<file path="config.mk">
export PLATFORM = sky130hd
export DESIGN_NAME = matmul_seq
export DESIGN_NICKNAME = d
export VERILOG_FILES = /design/src/rtl/matmul_seq_pkg.sv /design/src/rtl/matmul_seq_mac.sv /design/src/rtl/matmul_seq.sv
export SDC_FILE = /design/constraint.sdc
export NUM_CORES = 1
export LEC_CHECK = 0
export BUFFER_PORTS_ARGS = -buffer_cell sky130_fd_sc_hd__buf_4
export CAP_MARGIN = 15
export CELL_PAD_IN_SITES_DETAIL_PLACEMENT = 1
export CELL_PAD_IN_SITES_GLOBAL_PLACEMENT = 2
export CORE_ASPECT_RATIO = 0.7
export CORE_MARGIN = 1.5
export CORE_UTILIZATION = 41
export CTS_BUF_LIST = sky130_fd_sc_hd__clkbuf_4
export DETAILED_ROUTE_END_ITERATION = 8
export HOLD_SLACK_MARGIN = 0.02
export PLACE_DENSITY = 0.89
export SLEW_MARGIN = 0
export SYNTH_ARGS = -nofsm -noshare
export SYNTH_HDL_FRONTEND = slang
export SYNTH_HIERARCHICAL = 1
export SYNTH_SLANG_ARGS = --single-unit
</file>
<file path="constraint.sdc">
create_clock -name clk -period 19.6 [get_ports clk]
set_input_delay 1.96 -clock clk [delete_from_list [all_inputs] [get_ports clk]]
set_output_delay 1.96 -clock clk [all_outputs]
set_load 0.005 [all_outputs]
</file>
<file path="src/rtl/matmul_seq_pkg.sv">
// Shared types and width derivations for the sequential matrix multiplier.
package matmul_seq_pkg;

    typedef enum logic [1:0] {
        IDLE,
        CALC,
        DONE
    } state_t;

    // Result element width: a dot product of DIM unsigned W x W products.
    function automatic int calc_yw(input int dim, input int w);
        return 2 * w + $clog2(dim);
    endfunction

    // Row index must also represent DIM, which marks the flush cycle.
    function automatic int calc_idx_w(input int dim);
        return $clog2(dim + 1);
    endfunction

endpackage

</file>
<file path="src/rtl/matmul_seq_mac.sv">
// One multiply-accumulate lane: unsigned W x W product added into a YW-bit accumulator.
module mac_lane
    import matmul_seq_pkg::*;
#(
    parameter int DIM = 2,
    parameter int W   = 8,
    localparam int YW = calc_yw(DIM, W)
) (
    input  logic          clk,
    input  logic          rst_n,
    input  logic          clr,
    input  logic          en,
    input  logic [W-1:0]  a,
    input  logic [W-1:0]  b,
    output logic [YW-1:0] sum
);

    logic [2*W-1:0] prod;
    logic [YW-1:0]  acc;

    assign prod = a * b;
    assign sum  = acc + {{(YW - 2 * W){1'b0}}, prod};

    always_ff @(posedge clk or negedge rst_n) begin
        if (!rst_n) begin
            acc <= '0;
        end else if (clr) begin
            acc <= '0;
        end else if (en) begin
            acc <= sum;
        end
    end

endmodule

</file>
<file path="src/rtl/matmul_seq.sv">
// Sequential DIM x DIM unsigned matrix multiplier: one row-index/inner-index step per cycle,
// DIM parallel MAC lanes produce a full result row every DIM cycles.
module matmul_seq
    import matmul_seq_pkg::*;
#(
    parameter int DIM = 2,
    parameter int W   = 8,
    localparam int YW = calc_yw(DIM, W)
) (
    input  logic                  clk,
    input  logic                  rst_n,
    input  logic                  in_valid,
    output logic                  in_ready,
    input  logic [DIM*DIM*W-1:0]  a,
    input  logic [DIM*DIM*W-1:0]  b,
    output logic                  out_valid,
    input  logic                  out_ready,
    output logic [DIM*DIM*YW-1:0] y
);

    localparam int IW = calc_idx_w(DIM);
    localparam logic [IW-1:0] K_LAST = IW'(DIM - 1);
    localparam logic [IW-1:0] I_END  = IW'(DIM);

    state_t               state, state_nxt;
    logic [DIM*DIM*W-1:0] a_q, b_q;
    logic [IW-1:0]        i_q, k_q;
    logic                 capture, mac_en, row_end;
    logic [W-1:0]         a_sel;
    logic [W-1:0]         b_sel [DIM];
    logic [YW-1:0]        sum   [DIM];

    assign in_ready  = (state == IDLE);
    assign out_valid = (state == DONE);
    assign capture   = in_ready && in_valid;
    // i_q == DIM is a one-cycle flush after the last row before DONE.
    assign mac_en    = (state == CALC) && (i_q != I_END);
    assign row_end   = mac_en && (k_q == K_LAST);

    always_comb begin
        a_sel = '0;
        for (int j = 0; j < DIM; j++) begin
            b_sel[j] = '0;
        end
        if (mac_en) begin
            a_sel = a_q[(int'(i_q) * DIM + int'(k_q)) * W +: W];
            for (int j = 0; j < DIM; j++) begin
                b_sel[j] = b_q[(int'(k_q) * DIM + j) * W +: W];
            end
        end
    end

    for (genvar j = 0; j < DIM; j++) begin : g_lane
        mac_lane #(
            .DIM(DIM),
            .W  (W)
        ) u_lane (
            .clk  (clk),
            .rst_n(rst_n),
            .clr  (capture || row_end),
            .en   (mac_en),
            .a    (a_sel),
            .b    (b_sel[j]),
            .sum  (sum[j])
        );
    end

    always_comb begin
        state_nxt = state;
        case (state)
            IDLE:    if (in_valid) state_nxt = CALC;
            CALC:    if (i_q == I_END) state_nxt = DONE;
            DONE:    if (out_ready) state_nxt = IDLE;
            default: state_nxt = IDLE;
        endcase
    end

    always_ff @(posedge clk or negedge rst_n) begin
        if (!rst_n) begin
            state <= IDLE;
        end else begin
            state <= state_nxt;
        end
    end

    always_ff @(posedge clk or negedge rst_n) begin
        if (!rst_n) begin
            a_q <= '0;
            b_q <= '0;
            i_q <= '0;
            k_q <= '0;
            y   <= '0;
        end else if (capture) begin
            a_q <= a;
            b_q <= b;
            i_q <= '0;
            k_q <= '0;
        end else if (mac_en) begin
            if (row_end) begin
                k_q <= '0;
                i_q <= i_q + IW'(1);
                for (int j = 0; j < DIM; j++) begin
                    y[(int'(i_q) * DIM + j) * YW +: YW] <= sum[j];
                end
            end else begin
                k_q <= k_q + IW'(1);
            end
        end
    end

endmodule

</file>
After elaboration in Yosys (flattened, before gate mapping)
Index checks and enable logic that the tools add are counted.
{"block": "classes", "muxes": 18, "mul": 4, "bitwise_logic": 1, "add_sub_neg": 9, "n_shift": 7, "n_eq_ne": 8, "n_reduce_logical": 11}
{"op": "bitwise mux 68 bit", "count": 2}
{"op": "variable shift 17 x 33 -> 68 bit, first input constant", "count": 2}
{"op": "variable part select 17 x 33 -> 68 bit", "count": 2}
{"op": "2-to-1 mux 17 bit", "count": 4}
{"op": "variable part select 32 x 8 -> 8 bit", "count": 2}
{"op": "adder 17 x 16 -> 17 bit", "count": 2}
{"op": "negation 8 -> 33 bit", "count": 1}
{"op": "negation 9 -> 33 bit", "count": 1}
{"op": "multiplier 8 x 8 -> 16 bit", "count": 2}
{"op": "variable part select 32 x 7 -> 8 bit", "count": 1}
{"op": "2-to-1 mux 2 bit", "count": 9}
{"op": "2-to-1 mux 16 bit", "count": 1}
{"op": "multiplier 4 x 5 -> 9 bit, second input constant", "count": 1}
{"op": "adder 3 x 1 -> 4 bit, second input constant", "count": 2}
{"op": "2-to-1 mux 8 bit", "count": 1}
{"op": "multiplier 2 x 5 -> 7 bit, second input constant", "count": 1}
{"op": "case mux 2 bit (3 select lines)", "count": 1}
{"op": "AND reduction 3 bit", "count": 2}
{"op": "nonzero test 2 bit", "count": 3}
{"op": "adder 2 x 1 -> 2 bit, second input constant", "count": 2}
{"op": "adder 3 x 2 -> 4 bit", "count": 1}
{"op": "== test 2 x 1 -> 1 bit, second input constant", "count": 2}
{"op": "== test 2 bit, second input constant", "count": 2}
{"op": "!= test 2 x 1 -> 1 bit, second input constant", "count": 2}
{"op": "6 further kinds", "count": 9}
{"block": "totals", "wordCells": 66, "ff_bits": 172, "inputBits": 68, "output_inout_bits": 70}

Longest topological paths before layout
Gate-level depths: netlist of the first run.
{"block": "depth", "depth_word": 8, "mapped_depth": 32, "ltp_nobuf": 26}

By module
Netlist of the first run, hierarchy kept.
{"module": "matmul_seq", "n_inst": 1, "seq_area_each_um2": 3453.3, "area_per_inst_um2": 6725.2, "cells_each": 741}
{"module": "mac_lane at g_lane[0].u_lane", "n_inst": 1, "seq_area_each_um2": 425.4, "area_per_inst_um2": 3478.3, "cells_each": 393}
{"module": "mac_lane at g_lane[1].u_lane", "n_inst": 1, "seq_area_each_um2": 425.4, "area_per_inst_um2": 3195.6, "cells_each": 350}

Worst setup path after synthesis of the first run
Ideal clock, no wire load.
{"block": "synth_timing", "kind": "reg2reg", "startpoint": "register i_q[0]", "endpoint": "register y[50]", "t_required_ns": 19.524, "synth_period_minus_slack_ns": 6.951, "stages_incl_launch_ff": 29, "arrival_ns": 6.874, "setup_ns": 0.076, "path_slack_ns": 12.649, "path_buffers": 4, "path_cell_list": "dfrtp_1 -> buf_2 -> buf_4 -> inv_1 -> ha_1 -> nor2_1 -> nand2_1 -> or3_1 -> clkbuf_1 -> nor2b_1 -> nand2_1 -> fa_1 -> inv_1 -> fa_1 -> inv_1 -> fa_1 -> inv_1 -> fa_1 -> ha_1 -> clkbuf_1 -> and3_1 -> a221o_1 -> a221oi_2 -> nand2_1 -> xor2_1 -> mux2_2 -> nor2_1 -> a211o_1 -> o21ai_1"}
{"item": "start, declared", "line_no": "matmul_seq.sv:27", "rtl": "logic [IW-1:0] i_q, k_q;"}
{"item": "start signal, assigned", "line_no": "matmul_seq.sv:101", "rtl": "i_q <= i_q + IW'(1);"}
{"item": "end signal, assigned by index", "line_no": "matmul_seq.sv:103", "rtl": "y[(int'(i_q) * DIM + j) * YW +: YW] <= sum[j];"}
{"item": "end, declared", "line_no": "matmul_seq.sv:18", "rtl": "output logic [DIM*DIM*YW-1:0] y"}

==> metrics.yaml, run 1 <==
die_x_microns: 219.1
fin_area_sq_um: 15050
worstPathRequired_ns: 20.17
ys_ff_latch: 172
finClkSkew_ns: 0.03738
wirelength_mm: 39.12
grt_pass1_vias: 11570
placed_area_sq_um: 14810
total_power_mw: 2.486
finalSetupViolCount: 0
io_buffer_count: 137
yosysSeqAreaShare: 0.3212
p_clk_frac: 0.081
final_cells: 2035
crit_arrival_ns: 7.93
power_density_nw_per_um2: 165.1
pin_count: 138
ys.warnings.count: 6
place_congestion: 0.8806
cts_setup_buffers: 0
cts_buffers: 17
postRouteAntennaNets: 0
yosysMostFrequentCell: "nand2_1"
clk_latency_ns: 0.64
rows: 55
seqPwrFrac: 0.235
seq_area_sq_um: 4304
hold_buffers: 0
cts_resized: 0
initial_core_util: 0.4160
wire_per_inst_microns: 19.22
dp_hpwl_mm: 29.83
period_minus_slack_ns: 7.360
rsz0062_at_grt: "no"
dp.cells: 2003
slew_headroom: 0.2218
die_y_microns: 154.3
nNetsFinal: 1847
track_usage: 0.2433
setup_tns_ns: 0
drt_first_pass_iters: 7
synth_top_cell_by_area: "dfrtp_1"
yosysTopAreaCellShare: 0.3212
post_route_cells_drive_above_1_share: 0.1444
antenna_found_initial: 1
cellLeakagePower_nw: 7.901
switchingPower_mw: 1.326
drc: 0
period_share: 0.3755
fmax_mhz: 135.9
cts_tree: "built"
coreArea_sq_um: 32210
multi_input_area_sq_um: 8133
netlist_area_sq_um: 13400
area_delta_synth_final_pct: 12.34
cap_viol_max_count: 0
via_per_inst: 5.254
grt_max_degree: 99
synthFlopType: "dfrtp_1"
vias: 10690
fillers: 3866
htree_levels: 4
status: "finished clean"
yosys.cell_types.count: 79
drt_iter0_drc: 629
clk_path_buf_depth: 2
syn_inst: 1484
cts_root_buffer: "clkbuf_4"
finalWorstSetupSlack_ns: 12.24
clkSlewWorstSetupHoldPaths_ns: 0.16
swShare: 0.5335
syn_avg_cell_area_sq_um: 9.029
worstPathMaxFanout: 9
grt_first_pass_wirelength_mm: 64.14
cts.sinks: 172
worst_pin_slew_ns: 1.167
start_kind: "flop"
hold_path_class: "reg2reg"
pre_cts_ws_ns: 12.32
finalHoldViolations: 0
async_flop_share: 1.000
p_int_mw: 1.159
worstSetupEndpointType: "flop"
pwr-share-comb: 0.685
die_area_sq_um: 33790
slew_violations: 0
critPathKind: "reg2reg"
synthTopCellsByCount: "364 x nand2_1, 174 x inv_1, 172 x dfrtp_1"
synth_edf_count: 0
overflow: 0
irDropWorstVdd_mv: 0.1221
syn-num-nets: 1736
ys_top_cells_by_area: "dfrtp_1 32%, fa_1 15%, nand2_1 10%"
[cell type report]
cell class                      count  area share
Multi-Input combinational cell   1071      0.5403
Timing Repair Buffer              155     0.07755
Antenna cell                        1   0.0001662
Tap cell                          427     0.03549
Clock buffer                       18    0.008977
Clock inverter                     13    0.007231
Inverter                          178     0.04439
Sequential cell                   172      0.2859
[cells by family (layout without fill, tap and decap cells)]
kind of cell	after synthesis	in the layout	share of synthesized area
other cells	0	1	0
fa+ha+maj	184	184	0.2278
xor+xnor	27	27	0.01765
mux	75	75	0.06546
buf+inv	241	364	0.07209
simple gates	601	601	0.1998
compound gates	184	184	0.09590
flops	172	172	0.3212
[critical path: stages, from the launching register on]
cell	delay (ns)
dfrtp_1	0.42
inv_1	0.21
ha_1	0.29
nor2_1	0.09
nand2_1	0.13
or3_1	0.49
nor2b_1	0.58
nand2_1	0.18
fa_1	0.55
inv_1	0.06
fa_1	0.53
inv_1	0.05
fa_1	0.53
inv_1	0.06
fa_1	0.48
ha_1	0.43
and3_1	0.24
a221o_1	0.33
a221oi_2	0.34
nand2_1	0.11
xor2_1	0.45
mux2_2	0.31
nor2_1	0.06
a211o_1	0.28
o21ai_1	0.11
[final timing paths]
check	startpoint	endpoint	slack, ns	cells past startpoint
min in group asynchronous	rst_n	y[65]	1.41	1
worst max-delay path	i_q[0]	y[50]	12.24	24
worst max register to register	i_q[0]	y[50]	12.24	24
worst min-delay path	b_q[13]	b_q[13]	0.49	2
worst min register to register	b_q[13]	b_q[13]	0.49	2
max in group asynchronous	rst_n	b_q[5]	16.58	2
[per-stage QoR]
step,util,hold slack (ns)
final,0.4674,0.4946
after floorplan,-,0.4403
after global placement,0.4598,0.4555
after detailed placement,0.4598,0.4634
after CTS,0.4673,0.4966
after global routing,0.4674,0.5150
[power by group through the flow]
stage          Clock [mW]  Sequential, mW  Combinational, mW
4_1_cts             0.207           0.583               1.70
2_1_floorplan           0           0.558               1.16
3_5_place_dp            0           0.591               1.69
3_3_place_gp            0           0.584               1.65
5_1_grt             0.220           0.598               1.89
6_report            0.201           0.583               1.70
[flip-flops by register name, indices dropped and copies added, names as in the netlist]
| name | flops |
|---|---|
| i_q | 2 |
| b_q | 32 |
| k_q | 2 |
| a_q | 32 |
| y | 68 |
| state | 2 |
| g_lane.u_lane/acc | 34 |
[layout by cell type (no fill, tap or decap), drive strengths merged, types with 18 or more instances in the layout]
master	count
nand2	364
inv	184
dfrtp	172
buf	155
fa	100
nor2	93
ha	84
and2	70
o21ai	57
mux2i	55
a21oi	29
clkbuf	18
[layer usage]
layer	up-vias	part of all wire	GRT usage
met5	-	0	0
met4	0	0.013	0.04729
met3	35	0.052	0.04366
met2	290	0.43	0.3603
met1	5347	0.51	0.3718
li1	5020	-	-
Note: power is estimated with default switching activity, not from simulation.
==> run 2, diff against run 1 <==
- CORE_UTILIZATION: 41 -> 35
- PLACE_DENSITY: 0.89 -> 0.81
- clock period: 19.6 -> 6.2 ns (I/O delays scaled with it)
==> metrics.yaml, run 2 (synthesized netlist as in run 1, its figures left out) <==
cts_buffers: 17  # unchanged
final_cells: 2232  # +9.7%
drc: 0  # unchanged
htree_levels: 4  # unchanged
critPathKind: "reg2reg"
fin_area_sq_um: 16940  # +13%
die_y_microns: 166.7  # +8.1%
antenna_found_initial: 1  # unchanged
dp_hpwl_mm: 31.65  # +6.1%
drt_iter0_drc: 668  # +6.2%
power_density_nw_per_um2: 566.2  # +240%
clk_path_buf_depth: 2  # unchanged
period_share: 1.002  # +0.6263
p_clk_frac: 0.073  # -0.008
track_usage: 0.2140  # -0.02929
cts_root_buffer: "clkbuf_4"
dp.cells: 2175  # +8.6%
total_power_mw: 9.590  # +290%
status: "finished, violations left"
final_cell_mix: "353 x nand2_1, 273 x buf_4, 170 x dfrtp_1"
met3WireLength_mm: 1.809  # -12%
grt_first_pass_wirelength_mm: 66.32  # +3.4%
routed.top_layer: "met4"
hold_path_class: "in2reg"
rsz0062_at_grt: "yes"
worstSetupEndpointType: "flop"
placed_area_sq_um: 15940  # +7.7%
clk_latency_ns: 0.64  # about the same
wire_per_inst_microns: 18.46  # -3.9%
vias: 11140  # +4.2%
grt_pass1_vias: 11940  # +3.2%
fmax_mhz: 161.0  # +18%
pin_count: 138  # unchanged
swShare: 0.4943  # -0.03925
slew_headroom: 0.3021  # +0.08032
clkSlewWorstSetupHoldPaths_ns: 0.17  # about the same
postRouteAntennaNets: 0  # unchanged
via_per_inst: 4.990  # -5.0%
finalSetupViolCount: 1  # +1
wirelength_mm: 41.21  # +5.4%
largest_reg_flops: 68  # unchanged
period_minus_slack_ns: 6.211  # -1.149 ns
overflow: 0  # unchanged
finClkSkew_ns: 0.03561  # -0.001763 ns
post_route_cells_drive_above_1_share: 0.2651  # +0.1207
fillers: 4347  # +12%
finalWorstSetupSlack_ns: -0.01080  # -12.25 ns
cap_viol_max_count: 0  # unchanged
slew_violations: 0  # unchanged
cts.sinks: 172  # unchanged
place_congestion: 0.8814  # about the same
rows: 59  # +7.3%
cellLeakagePower_nw: 8.735  # +11%
start_kind: "flop"
final_common_cell: "nand2_1"
area_delta_synth_final_pct: 26.40
worst_pin_slew_ns: 1.047  # -0.1205 ns
drt_first_pass_iters: 5  # -2
die_x_microns: 236.9  # +8.1%
regMostFlops: "y"
die_area_sq_um: 39480  # +17%
irDropWorstVdd_mv: 0.2681  # +120%
nNetsFinal: 1982  # +7.3%
violations: "negative setup slack"
seqPwrFrac: 0.190  # -0.045
finalHoldViolations: 0  # unchanged
p_int_mw: 4.850  # +320%
coreArea_sq_um: 37430  # +16%
drt-met1-wl_mm: 21.26  # +6.9%
cts_tree: "built"
worstPathMaxFanout: 5  # -4
met2_length_mm: 17.74  # +6.4%
crit_arrival_ns: 6.76  # -1.17 ns
io_buffer_count: 137  # unchanged
switchingPower_mw: 4.740  # +260%
initial_core_util: 0.3580  # -0.05804
fin_hold_ws_ns: 0.1627  # -0.3319 ns
worstPathRequired_ns: 6.75  # -13.42 ns
setup_tns_ns: -0.01080  # -0.01080 ns
pwr-share-comb: 0.737  # +0.052
largestRegisters: "y: 68 flops, g_lane.u_lane/acc: 34 flops"
grt_max_degree: 76  # -23%
==> run 2: changes by cell type in the layout (fill, tap and decap cells not counted), moves of 10 or more <==
cell and delta:
ha_4 +14, nand2_2 +10, buf_4 +119, ha_1 -14, nand2_1 -10, o21ai_0 -12
==> run 2: what timing repair did <==
| item | CTS | global route |
|---|---|---|
| buffers inserted | 8 | 13 |
| hold endpoints to repair | 39 | 0 |
| setup endpoints to repair | 25 | 52 |
| gates cloned | 1 | 1 |
| hold buffers | 1 | 0 |
| resized for setup | 20 | 81 |
| pin swaps | 9 | 60 |
==> run 2: power by group through the flow <==
stage	logic (mW)	clock network, mW	registers (mW)
after CTS	6.56	0.732	1.82
after global placement	6.23	0	1.82
final	7.07	0.702	1.82
after floorplan	3.90	0	1.77
after global routing	7.79	0.777	1.88
after detailed placement	6.37	0	1.85
==> run 2: final cells by class <==
cell class | count | area (sq um) | area share
antenna | 1 | 2.502 | 0.0001478
clock buffer | 18 | 135.1 | 0.007979
clock inverter | 14 | 151.4 | 0.008939
inverter | 178 | 671.9 | 0.03967
multi-input combinational | 1072 | 8760 | 0.5172
sequential | 172 | 4307 | 0.2543
tap | 488 | 610.6 | 0.03605
timing repair buffer | 289 | 2298 | 0.1357
==> run 2: path summary, 6_finish.rpt <==
| kind | from | endpoint | slack (ns) | cells after the start |
|---|---|---|---|---|
| max | i_q[0] | y[16] | -0.01 | 22 |
| min | a[25] | a_q[25] | 0.16 | 3 |
| max reg2reg | i_q[0] | y[16] | -0.01 | 22 |
| min reg2reg | b_q[2] | b_q[2] | 0.49 | 2 |
| max in group asynchronous | rst_n | g_lane[0].u_lane/acc[15] | 4.12 | 3 |
| min in group asynchronous | rst_n | g_lane[0].u_lane/acc[0] | 0.53 | 2 |
==> run 2: metrics by stage <==
stage,utilization,setup slack (ns)
global placement,0.4259,-0.1113
CTS,0.4384,-0.04242
detailed placement,0.4259,-0.2275
floorplan,-,-0.2549
finish,0.4525,-0.01080
global route,0.4525,-0.2200
==> run 2: routing by layer <==
layer,GRT usage,vias to the layer above
met5,0,-
met4,0.03595,0
met3,0.04094,29
met2,0.3206,237
met1,0.3231,5595
li1,-,5276
==> run 2: worst max-delay path, stage by stage, from the launching register on <==
cell and delay, ns:
dfrtp_2 0.47, clkinvlp_4 0.13, ha_4 0.17, nor2_1 0.10
nand2_1 0.08, or3_4 0.37, clkbuf_16 0.18, nor2b_4 0.20
nand2_2 0.11, fa_1 0.55, inv_2 0.04, fa_1 0.48
fa_1 0.56, fa_1 0.48, ha_4 0.30, a21oi_4 0.18
a21boi_2 0.09, or3_4 0.36, a21o_1 0.23, xor2_2 0.20
mux4_2 0.52, a221oi_2 0.26, nor2_1 0.07
==> run 3, diff against run 2 <==
--- a/config.mk
+++ b/config.mk
@@ -18,2 +18,3 @@
 export PLACE_DENSITY = 0.81
+export SKIP_LAST_GASP = 1
 export SLEW_MARGIN = 0
==> constraint.sdc (replaced) <==
create_clock -name clk -period 6.2 [get_ports clk]
set_input_delay 1.24 -clock clk [delete_from_list [all_inputs] [get_ports clk]]
set_output_delay 1.24 -clock clk [all_outputs]
set_load 0.005 [all_outputs]
==> metrics.yaml, run 3 (synthesized netlist as in run 1, its figures left out) <==
cts_tree: "built"
cts_buffers: 17  # unchanged
period_minus_slack_ns: 6.153  # -0.05804 ns
worstSetupEndpointType: "flop"
rsz0062_at_grt: "yes"
grt_use_met1: 0.3356  # +0.01250
total_power_mw: 9.822  # +2.4%
clk_path_buf_depth: 2  # unchanged
crit_arrival_ns: 6.68  # -0.08 ns
cellLeakagePower_nw: 8.849  # +1.3%
slew_headroom: 0.2621  # -0.03998
nNetsFinal: 2001  # +0.96%
clkSlewWorstSetupHoldPaths_ns: 0.16  # about the same
finalSetupViolCount: 0  # -1
slew_violations: 0  # unchanged
coreArea_sq_um: 37430  # unchanged
regMostFlops: "y"
finalHoldViolations: 0  # unchanged
final_cells: 2251  # +0.85%
hold_path_class: "reg2reg"
use_met2: 0.3274  # +0.006777
pin_count: 138  # unchanged
period_share: 0.9924  # -0.009361
fmax_mhz: 162.5  # +0.94%
io_buffer_count: 137  # unchanged
largestRegisters: "y: 68 flops, g_lane.u_lane/acc: 34 flops"
start_kind: "flop"
dp_hpwl_mm: 32.35  # +2.2%
overflow: 0  # unchanged
hold_buffers: 0  # -1
wirelength_mm: 41.55  # +0.83%
initial_core_util: 0.3580  # unchanged
postRouteAntennaNets: 0  # unchanged
worst_pin_slew_ns: 1.106  # +0.05877 ns
regToRegStartpoint: "i_q[0]"
die_y_microns: 166.7  # unchanged
grt_first_pass_wirelength_mm: 67.90  # +2.4%
pre_cts_ws_ns: -0.2327  # -0.005156 ns
finalWorstSetupSlack_ns: 0.04723  # +0.05804 ns
finClkSkew_ns: 0.03640  # +0.0007835 ns
reg2reg_depth: 24  # +9.1%
drt_first_pass_iters: 5  # unchanged
utilization: 0.4592  # +0.006653
hold_start: "a_q[4]"
drt_iter0_drc: 649  # -2.8%
seqPwrFrac: 0.184  # -0.006
drc: 0  # unchanged
wire_per_inst_microns: 18.46  # about the same
switchingPower_mw: 4.806  # +1.4%
cts.sinks: 172  # unchanged
swShare: 0.4894  # -0.004942
holdPathEnd: "a_q[4]"
final_cell_mix: "346 x nand2_1, 289 x buf_4, 171 x dfrtp_1"
rows: 59  # unchanged
grt_pass1_vias: 12140  # +1.6%
cts_root_buffer: "clkbuf_4"
antenna_found_initial: 1  # unchanged
placed_area_sq_um: 16030  # +0.58%
die_area_sq_um: 39480  # unchanged
status: "finished clean"
dp.cells: 2189  # +0.64%
irDropWorstVdd_mv: 0.2651  # -1.2%
largest_reg_flops: 68  # unchanged
ff2ff_setup_slack_ns: 0.05  # +0.06 ns
cap_viol_max_count: 0  # unchanged
htree_levels: 4  # unchanged
power_density_nw_per_um2: 571.5  # +0.93%
pwr-share-comb: 0.746  # +0.009
fin_area_sq_um: 17190  # +1.5%
r2r-end: "y[10]"
p_int_mw: 5.015  # +3.4%
place_congestion: 0.8696  # -1.3%
track_usage: 0.2198  # +0.005761
worstPathMaxFanout: 8  # +3
busiest_layer: "met1"
worstPathRequired_ns: 6.73  # -0.02 ns
final_common_cell: "nand2_1"
p_clk_frac: 0.070  # -0.003
critPathKind: "reg2reg"
whs_path_depth: 2  # -1
grt_util_met3: 0.03779  # -0.003149
setup_tns_ns: 0  # +0.01080 ns
fin_hold_ws_ns: 0.4911  # +0.3283 ns
die_x_microns: 236.9  # unchanged
vias: 11180  # +0.40%
clk_latency_ns: 0.66  # +0.02 ns
grt_max_degree: 90  # +18%
via_per_inst: 4.968  # -0.44%
post_route_cells_drive_above_1_share: 0.2838  # +0.01871
area_delta_synth_final_pct: 28.26
-- run 3: worst max-delay path, stage by stage (launching register included) --
cell and delay, ns:
dfrtp_1 0.45, clkinvlp_4 0.14, ha_4 0.18, nor2_4 0.09
nand2_2 0.06, or3_4 0.34, buf_12 0.16, nor2b_4 0.20
buf_12 0.15, and2_4 0.14, fa_1 0.43, fa_1 0.48
fa_1 0.51, inv_2 0.04, fa_1 0.51, inv_2 0.05
ha_4 0.25, a21o_4 0.23, a221o_1 0.36, a221oi_2 0.28
nand2_1 0.13, xor2_2 0.19, mux2_4 0.33, a221oi_2 0.23
o21ai_1 0.10
-- run 3: what timing repair did --
action / CTS / global route
gates resized for setup: 29 / 105
setup buffers: 10 / 19
pin swaps: 23 / 70
setup endpoints to repair: 29 / 50
-- run 3: how the worst max path moves through the flow --
| stage | to | startpoint | slack, ns |
|---|---|---|---|
| finish | y[10] | i_q[0] | 0.05 |
| global route | y[50] | i_q[0] | -0.21 |
| CTS | y[16] | i_q[0] | 0.003 |
| detailed placement | y[21] | i_q[0] | -0.23 |
| global placement | y[21] | i_q[0] | -0.04 |
| floorplan | y[10] | i_q[0] | -0.25 |
-- run 3: per-layer routing --
| metal | vias up | share of wire | wire length [microns] |
|---|---|---|---|
| li1 | 5324 | - | - |
| met1 | 5593 | 0.52 | 21510 |
| met2 | 235 | 0.43 | 17860 |
| met3 | 30 | 0.043 | 1780 |
| met4 | 0 | 0.0097 | 405 |
| met5 | - | 0 | 0 |
-- run 3: power groups by stage --
stage                     clock network [mW]  logic (mW)  registers, mW
final                                  0.687        7.33           1.81
after global routing                   0.756        8.02           1.86
after CTS                              0.717        6.76           1.82
after detailed placement                   0        6.49           1.84
after global placement                     0        6.32           1.82
after floorplan                            0        3.90           1.77
-- run 3: area by class of cell --
| class | count | area [sq um] |
|---|---|---|
| repair buffers | 309 | 2472 |
| inverters | 178 | 671.9 |
| well taps | 488 | 610.6 |
| clock inverters | 13 | 130.1 |
| flip-flops and latches | 172 | 4305 |
| clock buffers | 19 | 142.6 |
| multi-input cells | 1071 | 8850 |
| diodes | 1 | 2.502 |
| fillers | 4340 | 20240 |
